`config.mk`:
```
export PLATFORM = sky130hd
export DESIGN_NAME = ama_riscv_wb_arbiter_flat
export DESIGN_NICKNAME = d
export VERILOG_FILES = /design/src/rtl/ama_riscv_wb_arbiter_if.sv /design/src/rtl/ama_riscv_wb_arbiter.sv /design/src/flat_wrapper.sv
export SDC_FILE = /design/constraint.sdc
export NUM_CORES = 1
export LEC_CHECK = 0
export BUFFER_PORTS_ARGS = -buffer_cell sky130_fd_sc_hd__buf_2
export CAP_MARGIN = 20
export CORE_MARGIN = 2
export CORE_UTILIZATION = 55
export DETAILED_ROUTE_END_ITERATION = 12
export PLACE_DENSITY_LB_ADDON = 0.2
export REMOVE_ABC_BUFFERS = 1
export SYNTH_ARGS = -nofsm -noshare
export SYNTH_HDL_FRONTEND = slang
export SYNTH_SLANG_ARGS = --single-unit
```
`constraint.sdc`:
```
create_clock -name clk -period 2.95 [get_ports clk]
set_input_delay 0.59 -clock clk [delete_from_list [all_inputs] [get_ports clk]]
set_output_delay 0.59 -clock clk [all_outputs]
set_load 0.005 [all_outputs]
```
`src/rtl/ama_riscv_wb_arbiter_if.sv`:
```
// Writeback arbiter bus bundle: primary/secondary writeback sources,
// scoreboard issue/check signals and the registered register file write port.
interface ama_riscv_wb_arbiter_if #(
    parameter int XLEN = 32
);
    logic            p_we;
    logic [4:0]      p_addr;
    logic [XLEN-1:0] p_data;
    logic            s_valid;
    logic            s_ready;
    logic [4:0]      s_addr;
    logic [XLEN-1:0] s_data;
    logic            issue_valid;
    logic [4:0]      issue_rd;
    logic [4:0]      chk_rs1;
    logic [4:0]      chk_rs2;
    logic [4:0]      chk_rd;
    logic            hazard;
    logic            rf_we;
    logic [4:0]      rf_addr_d;
    logic [XLEN-1:0] rf_data_d;

    // Pipeline / decode side: drives requests, observes stall and RF port
    modport master (
        output p_we, p_addr, p_data,
        output s_valid, s_addr, s_data,
        output issue_valid, issue_rd,
        output chk_rs1, chk_rs2, chk_rd,
        input  s_ready, hazard,
        input  rf_we, rf_addr_d, rf_data_d
    );

    // Arbiter side
    modport slave (
        input  p_we, p_addr, p_data,
        input  s_valid, s_addr, s_data,
        input  issue_valid, issue_rd,
        input  chk_rs1, chk_rs2, chk_rd,
        output s_ready, hazard,
        output rf_we, rf_addr_d, rf_data_d
    );
endinterface

```
`src/rtl/ama_riscv_wb_arbiter.sv`:
```
// Writeback arbiter in front of the register file write port.
// Primary (in-order, no backpressure) wins; secondary (long-latency) results
// are buffered in a small FIFO or bypassed when the FIFO is empty.
// A scoreboard of pending long-latency destinations drives the decode stall.
module ama_riscv_wb_arbiter #(
    parameter int FIFO_DEPTH = 2,
    parameter int XLEN       = 32
) (
    input  logic                  clk,
    input  logic                  rst_n,
    ama_riscv_wb_arbiter_if.slave wb
);
    localparam int PTR_W = (FIFO_DEPTH > 1) ? $clog2(FIFO_DEPTH) : 1;
    localparam int CNT_W = PTR_W + 1;
    localparam int ENT_W = 5 + XLEN;

    // FIFO storage and control
    logic [ENT_W-1:0] mem_reg [FIFO_DEPTH];
    logic [PTR_W-1:0] wr_ptr_reg;
    logic [PTR_W-1:0] rd_ptr_reg;
    logic [CNT_W-1:0] count_reg;
    logic [CNT_W-1:0] count_next;

    // Registered register file port; src_s marks a secondary-sourced write
    logic             rf_we_reg;
    logic [4:0]       rf_addr_d_reg;
    logic [XLEN-1:0]  rf_data_d_reg;
    logic             src_s_reg;

    // Scoreboard, bit 0 is never pending
    logic [31:1]      pend_reg;
    logic [31:0]      pend_full;

    logic             p_sel;
    logic             fifo_empty;
    logic             s_accept;
    logic             s_nonzero;
    logic             pop;
    logic             bypass;
    logic             push;
    logic [ENT_W-1:0] head;
    logic [4:0]       head_addr;
    logic [XLEN-1:0]  head_data;

    // Arbitration decode: primary > FIFO head > bypass
    always_comb begin
        p_sel      = wb.p_we && (wb.p_addr != 5'd0);
        fifo_empty = (count_reg == '0);
        wb.s_ready = (count_reg < CNT_W'(FIFO_DEPTH));
        s_accept   = wb.s_valid && wb.s_ready;
        s_nonzero  = (wb.s_addr != 5'd0);
        pop        = !p_sel && !fifo_empty;
        bypass     = !p_sel && fifo_empty && s_accept && s_nonzero;
        push       = s_accept && s_nonzero && !bypass;
        head       = mem_reg[rd_ptr_reg];
        head_addr  = head[ENT_W-1:XLEN];
        head_data  = head[XLEN-1:0];
    end

    // Occupancy update; simultaneous push and pop leaves it unchanged
    always_comb begin
        count_next = count_reg;
        case ({push, pop})
            2'b10:   count_next = count_reg + CNT_W'(1);
            2'b01:   count_next = count_reg - CNT_W'(1);
            default: count_next = count_reg;
        endcase
    end

    // FIFO payload write; contents need no reset since pointers are cleared
    always_ff @(posedge clk) begin
        if (push) begin
            mem_reg[wr_ptr_reg] <= {wb.s_addr, wb.s_data};
        end
    end

    // FIFO pointers and count; reset discards anything in flight
    always_ff @(posedge clk or negedge rst_n) begin
        if (!rst_n) begin
            wr_ptr_reg <= '0;
            rd_ptr_reg <= '0;
            count_reg  <= '0;
        end else begin
            if (push) wr_ptr_reg <= wr_ptr_reg + PTR_W'(1);
            if (pop)  rd_ptr_reg <= rd_ptr_reg + PTR_W'(1);
            count_reg <= count_next;
        end
    end

    // Register file write port; address/data hold when nothing is written
    always_ff @(posedge clk or negedge rst_n) begin
        if (!rst_n) begin
            rf_we_reg     <= 1'b0;
            rf_addr_d_reg <= 5'd0;
            rf_data_d_reg <= '0;
            src_s_reg     <= 1'b0;
        end else begin
            rf_we_reg <= p_sel || pop || bypass;
            src_s_reg <= pop || bypass;
            if (p_sel) begin
                rf_addr_d_reg <= wb.p_addr;
                rf_data_d_reg <= wb.p_data;
            end else if (pop) begin
                rf_addr_d_reg <= head_addr;
                rf_data_d_reg <= head_data;
            end else if (bypass) begin
                rf_addr_d_reg <= wb.s_addr;
                rf_data_d_reg <= wb.s_data;
            end
        end
    end

    // Scoreboard bits: clear when the RF commits a secondary write, set on issue (set wins)
    generate
        for (genvar gi = 1; gi < 32; gi++) begin : g_pend
            always_ff @(posedge clk or negedge rst_n) begin
                if (!rst_n) begin
                    pend_reg[gi] <= 1'b0;
                end else if (wb.issue_valid && (wb.issue_rd == 5'(gi))) begin
                    pend_reg[gi] <= 1'b1;
                end else if (rf_we_reg && src_s_reg && (rf_addr_d_reg == 5'(gi))) begin
                    pend_reg[gi] <= 1'b0;
                end
            end
        end
    endgenerate

    // Hazard lookup on the decode operands
    always_comb begin
        pend_full = {pend_reg, 1'b0};
        wb.hazard = pend_full[wb.chk_rs1] | pend_full[wb.chk_rs2] | pend_full[wb.chk_rd];
    end

    assign wb.rf_we     = rf_we_reg;
    assign wb.rf_addr_d = rf_addr_d_reg;
    assign wb.rf_data_d = rf_data_d_reg;

    // Primary must never overwrite a register still owned by a long-latency op
    a_no_primary_on_pending: assert property (
        @(posedge clk) disable iff (!rst_n) !(p_sel && pend_full[wb.p_addr])
    );
endmodule
```
`src/flat_wrapper.sv`:
```
// flat-port wrapper written by rule: the top's interface ports become plain ports
module ama_riscv_wb_arbiter_flat 
#(
    parameter int FIFO_DEPTH = 2,
    parameter int XLEN       = 32
)
  (clk, rst_n, wb_p_we, wb_p_addr, wb_p_data, wb_s_valid, wb_s_addr, wb_s_data, wb_issue_valid, wb_issue_rd, wb_chk_rs1, wb_chk_rs2, wb_chk_rd, wb_s_ready, wb_hazard, wb_rf_we, wb_rf_addr_d, wb_rf_data_d);
  ama_riscv_wb_arbiter_if #(.XLEN(XLEN)) wb_i ();
  input  logic clk;
  input  logic rst_n;
  input wire logic [$bits(wb_i.p_we)-1:0] wb_p_we;
  input wire logic [$bits(wb_i.p_addr)-1:0] wb_p_addr;
  input wire logic [$bits(wb_i.p_data)-1:0] wb_p_data;
  input wire logic [$bits(wb_i.s_valid)-1:0] wb_s_valid;
  input wire logic [$bits(wb_i.s_addr)-1:0] wb_s_addr;
  input wire logic [$bits(wb_i.s_data)-1:0] wb_s_data;
  input wire logic [$bits(wb_i.issue_valid)-1:0] wb_issue_valid;
  input wire logic [$bits(wb_i.issue_rd)-1:0] wb_issue_rd;
  input wire logic [$bits(wb_i.chk_rs1)-1:0] wb_chk_rs1;
  input wire logic [$bits(wb_i.chk_rs2)-1:0] wb_chk_rs2;
  input wire logic [$bits(wb_i.chk_rd)-1:0] wb_chk_rd;
  output wire logic [$bits(wb_i.s_ready)-1:0] wb_s_ready;
  output wire logic [$bits(wb_i.hazard)-1:0] wb_hazard;
  output wire logic [$bits(wb_i.rf_we)-1:0] wb_rf_we;
  output wire logic [$bits(wb_i.rf_addr_d)-1:0] wb_rf_addr_d;
  output wire logic [$bits(wb_i.rf_data_d)-1:0] wb_rf_data_d;
  assign wb_i.p_we = wb_p_we;
  assign wb_i.p_addr = wb_p_addr;
  assign wb_i.p_data = wb_p_data;
  assign wb_i.s_valid = wb_s_valid;
  assign wb_i.s_addr = wb_s_addr;
  assign wb_i.s_data = wb_s_data;
  assign wb_i.issue_valid = wb_issue_valid;
  assign wb_i.issue_rd = wb_issue_rd;
  assign wb_i.chk_rs1 = wb_chk_rs1;
  assign wb_i.chk_rs2 = wb_chk_rs2;
  assign wb_i.chk_rd = wb_chk_rd;
  assign wb_s_ready = wb_i.s_ready;
  assign wb_hazard = wb_i.hazard;
  assign wb_rf_we = wb_i.rf_we;
  assign wb_rf_addr_d = wb_i.rf_addr_d;
  assign wb_rf_data_d = wb_i.rf_data_d;
  ama_riscv_wb_arbiter #(.FIFO_DEPTH(FIFO_DEPTH), .XLEN(XLEN)) u_core (.clk(clk), .rst_n(rst_n), .wb(wb_i));
endmodule
```
==> impl_metrics.yaml, run 1 <==
synthesis:
  yosysSeqAreaShare_pct: 57.6
  synthesis.area_per_instance_sq_um: 11.7
  synth_area_leader_cell: "sky130_fd_sc_hd__edfxtp_1"
  yosys-top-cells-area: "sky130_fd_sc_hd__edfxtp_1 (31%), sky130_fd_sc_hd__dfrtp_1 (26%), sky130_fd_sc_hd__mux2i_1 (6.1%)"
  async_flop_share_pct: 50.0
  synth_enable_flop_cells: 74
  yosysUniqueCellTypes: 50
  synth_cells: 602
  yosys_synthesis_warning_count: 0
  dominantRegCellSynth: "sky130_fd_sc_hd__edfxtp_1"
  synthesis.area_sq_um: 7070
  ys_seq_elements: 148
  post-synth-top-area-fraction_pct: 31.4
grt:
  grt.met2_usage_pct: 44.1
  antenna_found_initial: 0
  grt_pass1_vias: 5407
  top_usage_layer: "met2"
  use_met1_pct: 31.6
  pin_count_of_the_biggest_net_entering_global_routing: 75
  global_route_wire_length_before_repair_mm: 28.2
  grt.met3_usage_pct: 6.96
  globalRouteOverflowTotal: 0
  grtUsageTotal_pct: 26.1
worst_setup_path:
  r2r-end: "u_core.wb.rf_data_d[30]$_DFFE_PN0P_"
  cp_slowest_stage_delay_ns: 0.36
  critical_path.cell_chain: "buf_2, mux2_2, a221oi_1, a2111oi_0, nor4_1, nand3_1, buf_2"
  crit_fanout: 9
  cp-end-kind: "primary output"
  worst_setup_path_startpoint: "wb_chk_rd[2]"
  crit_required_ns: 2.36
  worstSetupPathType: "primary input to primary output"
  critical-path-top-cell-by-count: "sky130_fd_sc_hd__buf_2"
  r2r-start: "u_core.count_reg[0]$_DFFE_PN0P_"
  critical_path_buf_inv_count: 2
  r2r.worst_path.cells: 5
  worst-r2r-setup-slack_ns: 0.87
  timing.critical_path.from_type: "primary input"
  slowest_stage: "sky130_fd_sc_hd__mux2_2"
  path_delay_family: "simple AND/OR/NAND/NOR gates"
  worstSetupEndpoint: "wb_hazard"
  timing.critical_path.arrival_ns: 2.14
  timing.critical_path.depth: 7
pwr:
  net-switching-power_w: 0.00260
  p_leak_nw: 3.51
  share_of_total_power_in_the_clock_network_pct: 27.2
  sw_ratio_pct: 32.7
  portion_of_total_power_attributed_to_sequential_cells_pct: 42.2
  power_frac_comb_pct: 30.6
  internal_power_w: 0.00536
  power.ir.vdd_worst_uv: 656
  power_density_nw_per_um2: 932
floorplanning:
  std_cell_rows: 41
  initial_cell_density_of_the_core_pct: 56.3
  floorplan.die.height_um: 117
  full_die_area_sq_um: 13800
  io_pins: 139
  placeableCoreArea_sq_um: 12600
  dieWidth_um: 117
cells_and_area:
  layout.filler_cells: 937
  max_ffs_per_register: 74
  final_design_area_no_fill_sq_um: 8550
  syn2layout_area_growth_pct: 20.9
  n_antenna_cell: 0
  share_of_cells_above_drive_strength_1_pct: 28.4
  final_net_count: 830
placed_design:
  finalWeightedCongestion: 0.959
  port_buffers: 138
  dp.final_hpwl_mm: 12.2
  placement.setup.worst_slack_ns: 0.197
  post_place_instance_area_sq_um: 7940
drt:
  detailroute.via_count: 5406
  totalWireLength_mm: 17.5
  detail_route.drc_violations: 0
  wl_per_cell_um: 19.1
  via_per_inst: 5.91
  drt_pass1_iterations: 8
  drt_first_iter_violations: 462
  postRouteAntennaNets: 0
sta:
  post-route-period-util_pct: 92.6
  highest_clock_frequency_the_design_can_meet_ghz: 0.366
  worst_slew_margin_rel_pct: 37.5
  final-max-slew-violation-count: 0
  timing.final.setup_violations: 0
  fin_hold_ws_ns: 0.316
  report.final.hold_viol_count: 0
  period_minus_slack_ns: 2.73
  finClkSkew_ns: 0.0102
  grt_setup_unrepaired: "no"
  setup_ws_ns: 0.217
  worst_pin_slew_ns: 0.937
clock_tree:
  cts_made_buffers: 17
  cts.htree.levels: 4
  cts.hold.buffers_added: 0
  ctsRootBufferMaster: "sky130_fd_sc_hd__clkbuf_16"
  insertion_delay_ns: 0.42
  tritoncts: "yes"
  post_cts_resize_count: 0
  clkSinkCount: 148
  clock_pin_transition_on_the_worst_setup_and_hold_timing_paths_ns: 0.06
  max-clock-path-buffers: 2
  post_cts_buffers: 0
hold_path:
  min_path_type: "primary input to asynchronous set/reset pin"
run:
  max_cap_viol_count: 0
status:
  run_status: "finished, final reports clean"
routing by layer:
| layer | routed length [um] | vias to the layer above |
|---|---|---|
| li1 | - | 2519 |
| met2 | 8910 | 224 |
| met4 | 582 | 0 |
| met3 | 1110 | 47 |
| met5 | 0 | - |
| met1 | 6850 | 2616 |
how the worst min path moves through the flow:
stage,from,to,cells after the start
finish,rst_n,u_core.wb.rf_data_d[20]$_DFFE_PN0P_,1
detailed placement,u_core.wb.rf_data_d[17]$_DFFE_PN0P_,u_core.wb.rf_data_d[17]$_DFFE_PN0P_,2
CTS,rst_n,u_core.wb.rf_data_d[20]$_DFFE_PN0P_,1
global route,wb_s_data[13],u_core.mem_reg[0][13]$_DFFE_PP_,1
floorplan,rst_n,u_core.count_reg[0]$_DFFE_PN0P_,0
global placement,u_core.count_reg[0]$_DFFE_PN0P_,u_core.count_reg[0]$_DFFE_PN0P_,1
cell usage after synthesis, types with 6 or more instances:
| master | n |
|---|---|
| sky130_fd_sc_hd__nor2_1 | 81 |
| sky130_fd_sc_hd__dfrtp_1 | 74 |
| sky130_fd_sc_hd__edfxtp_1 | 74 |
| sky130_fd_sc_hd__o21ai_0 | 64 |
| sky130_fd_sc_hd__nand2_1 | 51 |
| sky130_fd_sc_hd__mux2i_1 | 43 |
| sky130_fd_sc_hd__a31oi_1 | 36 |
| sky130_fd_sc_hd__a211o_1 | 35 |
| sky130_fd_sc_hd__clkbuf_1 | 17 |
| sky130_fd_sc_hd__mux4_2 | 17 |
| sky130_fd_sc_hd__buf_2 | 13 |
| sky130_fd_sc_hd__nand2b_1 | 12 |
| sky130_fd_sc_hd__mux2_2 | 7 |
| sky130_fd_sc_hd__nand3_1 | 7 |
| sky130_fd_sc_hd__buf_4 | 6 |
| sky130_fd_sc_hd__inv_1 | 6 |
power by group through the flow:
| stage | clock [W] | sequential, W | combinational, W |
|---|---|---|---|
| finish | 0.00217 | 0.00336 | 0.00244 |
| global route | 0.00229 | 0.00341 | 0.00271 |
| global placement | 0 | 0.00336 | 0.00238 |
| floorplan | 0 | 0.00320 | 0.00162 |
| detailed placement | 0 | 0.00338 | 0.00244 |
| CTS | 0.00219 | 0.00334 | 0.00246 |
cells by family after synthesis:
group,count (synthesis),share of synthesized area (%)
XOR/XNOR,5,0.619
flip-flops,148,57.6
AO/OA/AOI/OAI,156,14.5
buffers and inverters,43,2.83
multiplexers,67,12.6
adder cells (fa/ha/maj),1,0.177
AND/OR/NAND/NOR,182,11.6
worst register-to-register path: stages, from the launching register on:
cell and delay [ns]:
sky130_fd_sc_hd__dfrtp_1 0.41, sky130_fd_sc_hd__or2_2 0.48, sky130_fd_sc_hd__buf_4 0.52, sky130_fd_sc_hd__nor2_1 0.12, sky130_fd_sc_hd__a211o_1 0.28, sky130_fd_sc_hd__a31oi_1 0.19
cell usage in the layout (no fill, tap or decap), types with 3 or more instances in the layout:
master / instances
sky130_fd_sc_hd__a211o_1: 35
sky130_fd_sc_hd__a31oi_1: 36
sky130_fd_sc_hd__buf_12: 4
sky130_fd_sc_hd__buf_2: 137
sky130_fd_sc_hd__buf_4: 5
sky130_fd_sc_hd__clkbuf_16: 17
sky130_fd_sc_hd__clkbuf_8: 6
sky130_fd_sc_hd__dfrtp_1: 73
sky130_fd_sc_hd__edfxtp_1: 74
sky130_fd_sc_hd__inv_1: 6
sky130_fd_sc_hd__mux2_2: 7
sky130_fd_sc_hd__mux2i_1: 43
sky130_fd_sc_hd__mux4_2: 17
sky130_fd_sc_hd__nand2_1: 51
sky130_fd_sc_hd__nand2b_1: 12
sky130_fd_sc_hd__nand3_1: 7
sky130_fd_sc_hd__nand3b_1: 3
sky130_fd_sc_hd__nor2_1: 79
sky130_fd_sc_hd__nor2b_1: 5
sky130_fd_sc_hd__o21ai_0: 64
sky130_fd_sc_hd__or2_2: 5
sky130_fd_sc_hd__or3_1: 4
sky130_fd_sc_hd__xnor2_1: 4
area by class of cell:
class	instances	area [sq um]	area share (%)
flip-flops and latches	148	4080	47.7
multi-input cells	411	2820	33.0
repair buffers	146	803	9.40
clock buffers	24	512	5.99
well taps	172	215	2.52
clock inverters	7	93.8	1.10
inverters	6	22.5	0.264
through the flow:
step	TNS, ns	utilization, %	power (W)	cells
floorplan	-42.56	-	0.00482	565
global placement	0	63.2	0.00574	883
detailed placement	0	63.2	0.00582	883
CTS	0	68.0	0.00800	914
global route	0	68.0	0.00841	914
finish	0	68.0	0.00797	914
Note: power is estimated with default switching activity, not from simulation.
==> run 2, diff against run 1 <==
==> constraint.sdc (replaced) <==
create_clock -name clk -period 2.95 [get_ports clk]
set_input_delay 0.885 -clock clk [delete_from_list [all_inputs] [get_ports clk]]
set_output_delay 0.885 -clock clk [all_outputs]
set_load 0.005 [all_outputs]
==> run 2 against run 1 <==
The flow now finishes with violations (setup timing). Clock power is 8% lower. Count of clock-buffer cells in the layout is 6 lower. Via count is 1.4% higher. First-iteration DRC count is 24% lower. Critical path depth stayed put. Critical path type unchanged. Largest power group unchanged.
==> impl_metrics.yaml, run 2 (synthesized netlist as in run 1, its figures left out) <==
worst_setup_path:
  crit_required_ns: 2.07
  slowest_stage: "sky130_fd_sc_hd__mux4_2"
  r2r.worst_path.cells: 5
  worst_setup_path_startpoint: "wb_chk_rs1[0]"
  timing.critical_path.arrival_ns: 2.32
  cp_slowest_stage_delay_ns: 0.48
  worst-r2r-setup-slack_ns: 1.04
  cp-end-kind: "primary output"
  crit_fanout: 2
  r2r-end: "u_core.wb.rf_addr_d[4]$_DFFE_PN0P_"
  worstSetupPathType: "primary input to primary output"
  timing.critical_path.from_type: "primary input"
  r2r-start: "u_core.count_reg[0]$_DFFE_PN0P_"
  critical_path.cell_chain: "buf_2, mux4_2, a22o_1, a31oi_2, o2111a_1, nand3_1, buf_2"
  critical-path-top-cell-by-count: "sky130_fd_sc_hd__buf_2"
cells_and_area:
  layout_commonest_cell: "sky130_fd_sc_hd__buf_2"
  multiInputGateArea_sq_um: 2840
  highest_count_cells_in_the_layout_ignoring_fill_and_taps: "sky130_fd_sc_hd__buf_2 (134), sky130_fd_sc_hd__nor2_1 (79), sky130_fd_sc_hd__edfxtp_1 (74)"
  finish.cell_count_without_fillers: 932
  seqCellArea_sq_um: 4080
  share_of_cells_above_drive_strength_1_pct: 30.4
  max_ffs_per_register: 74
  final_design_area_no_fill_sq_um: 8680
  final_net_count: 847
  layout.filler_cells: 951
  n_antenna_cell: 0
  syn2layout_area_growth_pct: 22.7
  final_core_utilization_pct: 69.0
grt:
  grt_pass1_vias: 5554
  antenna_found_initial: 0
  use_met1_pct: 33.9
  globalRouteOverflowTotal: 0
  grt.met3_usage_pct: 6.81
  grtUsageTotal_pct: 27.2
  global_route_wire_length_before_repair_mm: 29.2
  top_usage_layer: "met2"
  grt.met2_usage_pct: 45.9
  pin_count_of_the_biggest_net_entering_global_routing: 74
status:
  failing_checks: "setup timing"
  run_status: "finished with violations"
sta:
  highest_clock_frequency_the_design_can_meet_ghz: 0.312
  worst_slew_margin_rel_pct: 57.6
  period_minus_slack_ns: 3.21
  setup_ws_ns: -0.256
  worst_pin_slew_ns: 0.636
  post-route-period-util_pct: 109
  grt_setup_unrepaired: "yes"
  timing.final.setup_violations: 1
  final-max-slew-violation-count: 0
  report.final.hold_viol_count: 0
  finClkSkew_ns: 0.00910
pwr:
  power_frac_comb_pct: 32.1
  p_leak_nw: 3.58
  net-switching-power_w: 0.00272
  share_of_total_power_in_the_clock_network_pct: 25.4
  power_w: 0.00786
  power.ir.vdd_worst_uv: 615
  sw_ratio_pct: 34.6
  portion_of_total_power_attributed_to_sequential_cells_pct: 42.4
  internal_power_w: 0.00513
  power_density_nw_per_um2: 905
clock_tree:
  insertion_delay_ns: 0.43
  tritoncts: "yes"
  clkSinkCount: 148
  ctsRootBufferMaster: "sky130_fd_sc_hd__clkbuf_16"
  clock_pin_transition_on_the_worst_setup_and_hold_timing_paths_ns: 0.06
  cts.htree.levels: 4
  cts_made_buffers: 17
  max-clock-path-buffers: 2
  cts.hold.buffers_added: 0
placed_design:
  dp_cells: 900
  post_place_instance_area_sq_um: 8090
  dp.final_hpwl_mm: 12.6
  port_buffers: 138
  finalWeightedCongestion: 0.908
drt:
  totalWireLength_mm: 17.8
  wl_per_cell_um: 19.1
  via_per_inst: 5.88
  detailroute.via_count: 5482
  drt_pass1_iterations: 5
  drt_first_iter_violations: 353
  detail_route.drc_violations: 0
  postRouteAntennaNets: 0
floorplanning:
  std_cell_rows: 41
  floorplan.die.height_um: 117
  io_pins: 139
  full_die_area_sq_um: 13800
  initial_cell_density_of_the_core_pct: 56.3
  placeableCoreArea_sq_um: 12600
  dieWidth_um: 117
run:
  max_cap_viol_count: 0
hold_path:
  min_path_type: "primary input to asynchronous set/reset pin"
-- run 2: cell count changes in the layout (fill, tap and decap cells not counted), moves of 3 or more --
cell                       previous run  this run
sky130_fd_sc_hd__inv_6                1         5
sky130_fd_sc_hd__buf_2              137       134
sky130_fd_sc_hd__buf_4                5        20
sky130_fd_sc_hd__clkinv_4             0         3
sky130_fd_sc_hd__clkbuf_8             6         0
-- run 2: power by group through the flow --
stage | clock network, W | registers (W) | logic (W)
final | 0.00200 | 0.00334 | 0.00252
after global placement | 0 | 0.00334 | 0.00246
after CTS | 0.00203 | 0.00332 | 0.00254
after detailed placement | 0 | 0.00336 | 0.00252
after global routing | 0.00212 | 0.00339 | 0.00280
after floorplan | 0 | 0.00320 | 0.00162
-- run 2: metrics by stage --
| stage | TNS, ns | hold slack, ns | worst slack (ns) |
|---|---|---|---|
| 3_3_place_gp | -0.320 | 0.516 | -0.320 |
| 3_5_place_dp | -0.349 | 0.530 | -0.349 |
| 2_1_floorplan | -76.54 | 0.468 | -1.81 |
| 5_1_grt | -0.303 | 0.514 | -0.303 |
| 4_1_cts | -0.273 | 0.482 | -0.273 |
| 6_report | -0.256 | 0.478 | -0.256 |
-- run 2: final cells by class --
class	count	share of cell area, %
sequential	148	47.0
clock inverter	14	1.38
tap	172	2.48
clock buffer	18	4.95
timing repair buffer	163	11.3
multi-input combinational	411	32.7
inverter	6	0.260
-- run 2: worst max path at each step --
stage,endpoint,depth (start not counted)
after floorplan,u_core.count_reg[1]$_DFFE_PN0P_,6
after global placement,wb_hazard,7
after detailed placement,wb_hazard,7
after CTS,wb_hazard,7
after global routing,wb_hazard,7
final,wb_hazard,7
-- run 2: layer usage --
metal	share of wire (%)	vias to the layer above
met5	0	-
met2	51	181
met4	2.5	0
li1	-	2551
met1	41	2718
met3	5.7	32
-- run 2: critical path: cells and delay by family --
kind,cells,cell delay (ns)
and+or+nand+nor,1,0.09
buffers and inverters,2,0.24
AOI/OAI and AO/OA,3,0.62
muxes,1,0.48
-- run 2: timing repair --
item | CTS | global route
setup endpoints to repair | 1 | 1
resized for setup | 4 | 6
hold endpoints to repair | 0 | 0
buffers inserted | 0 | 0
pin swaps | 2 | 3
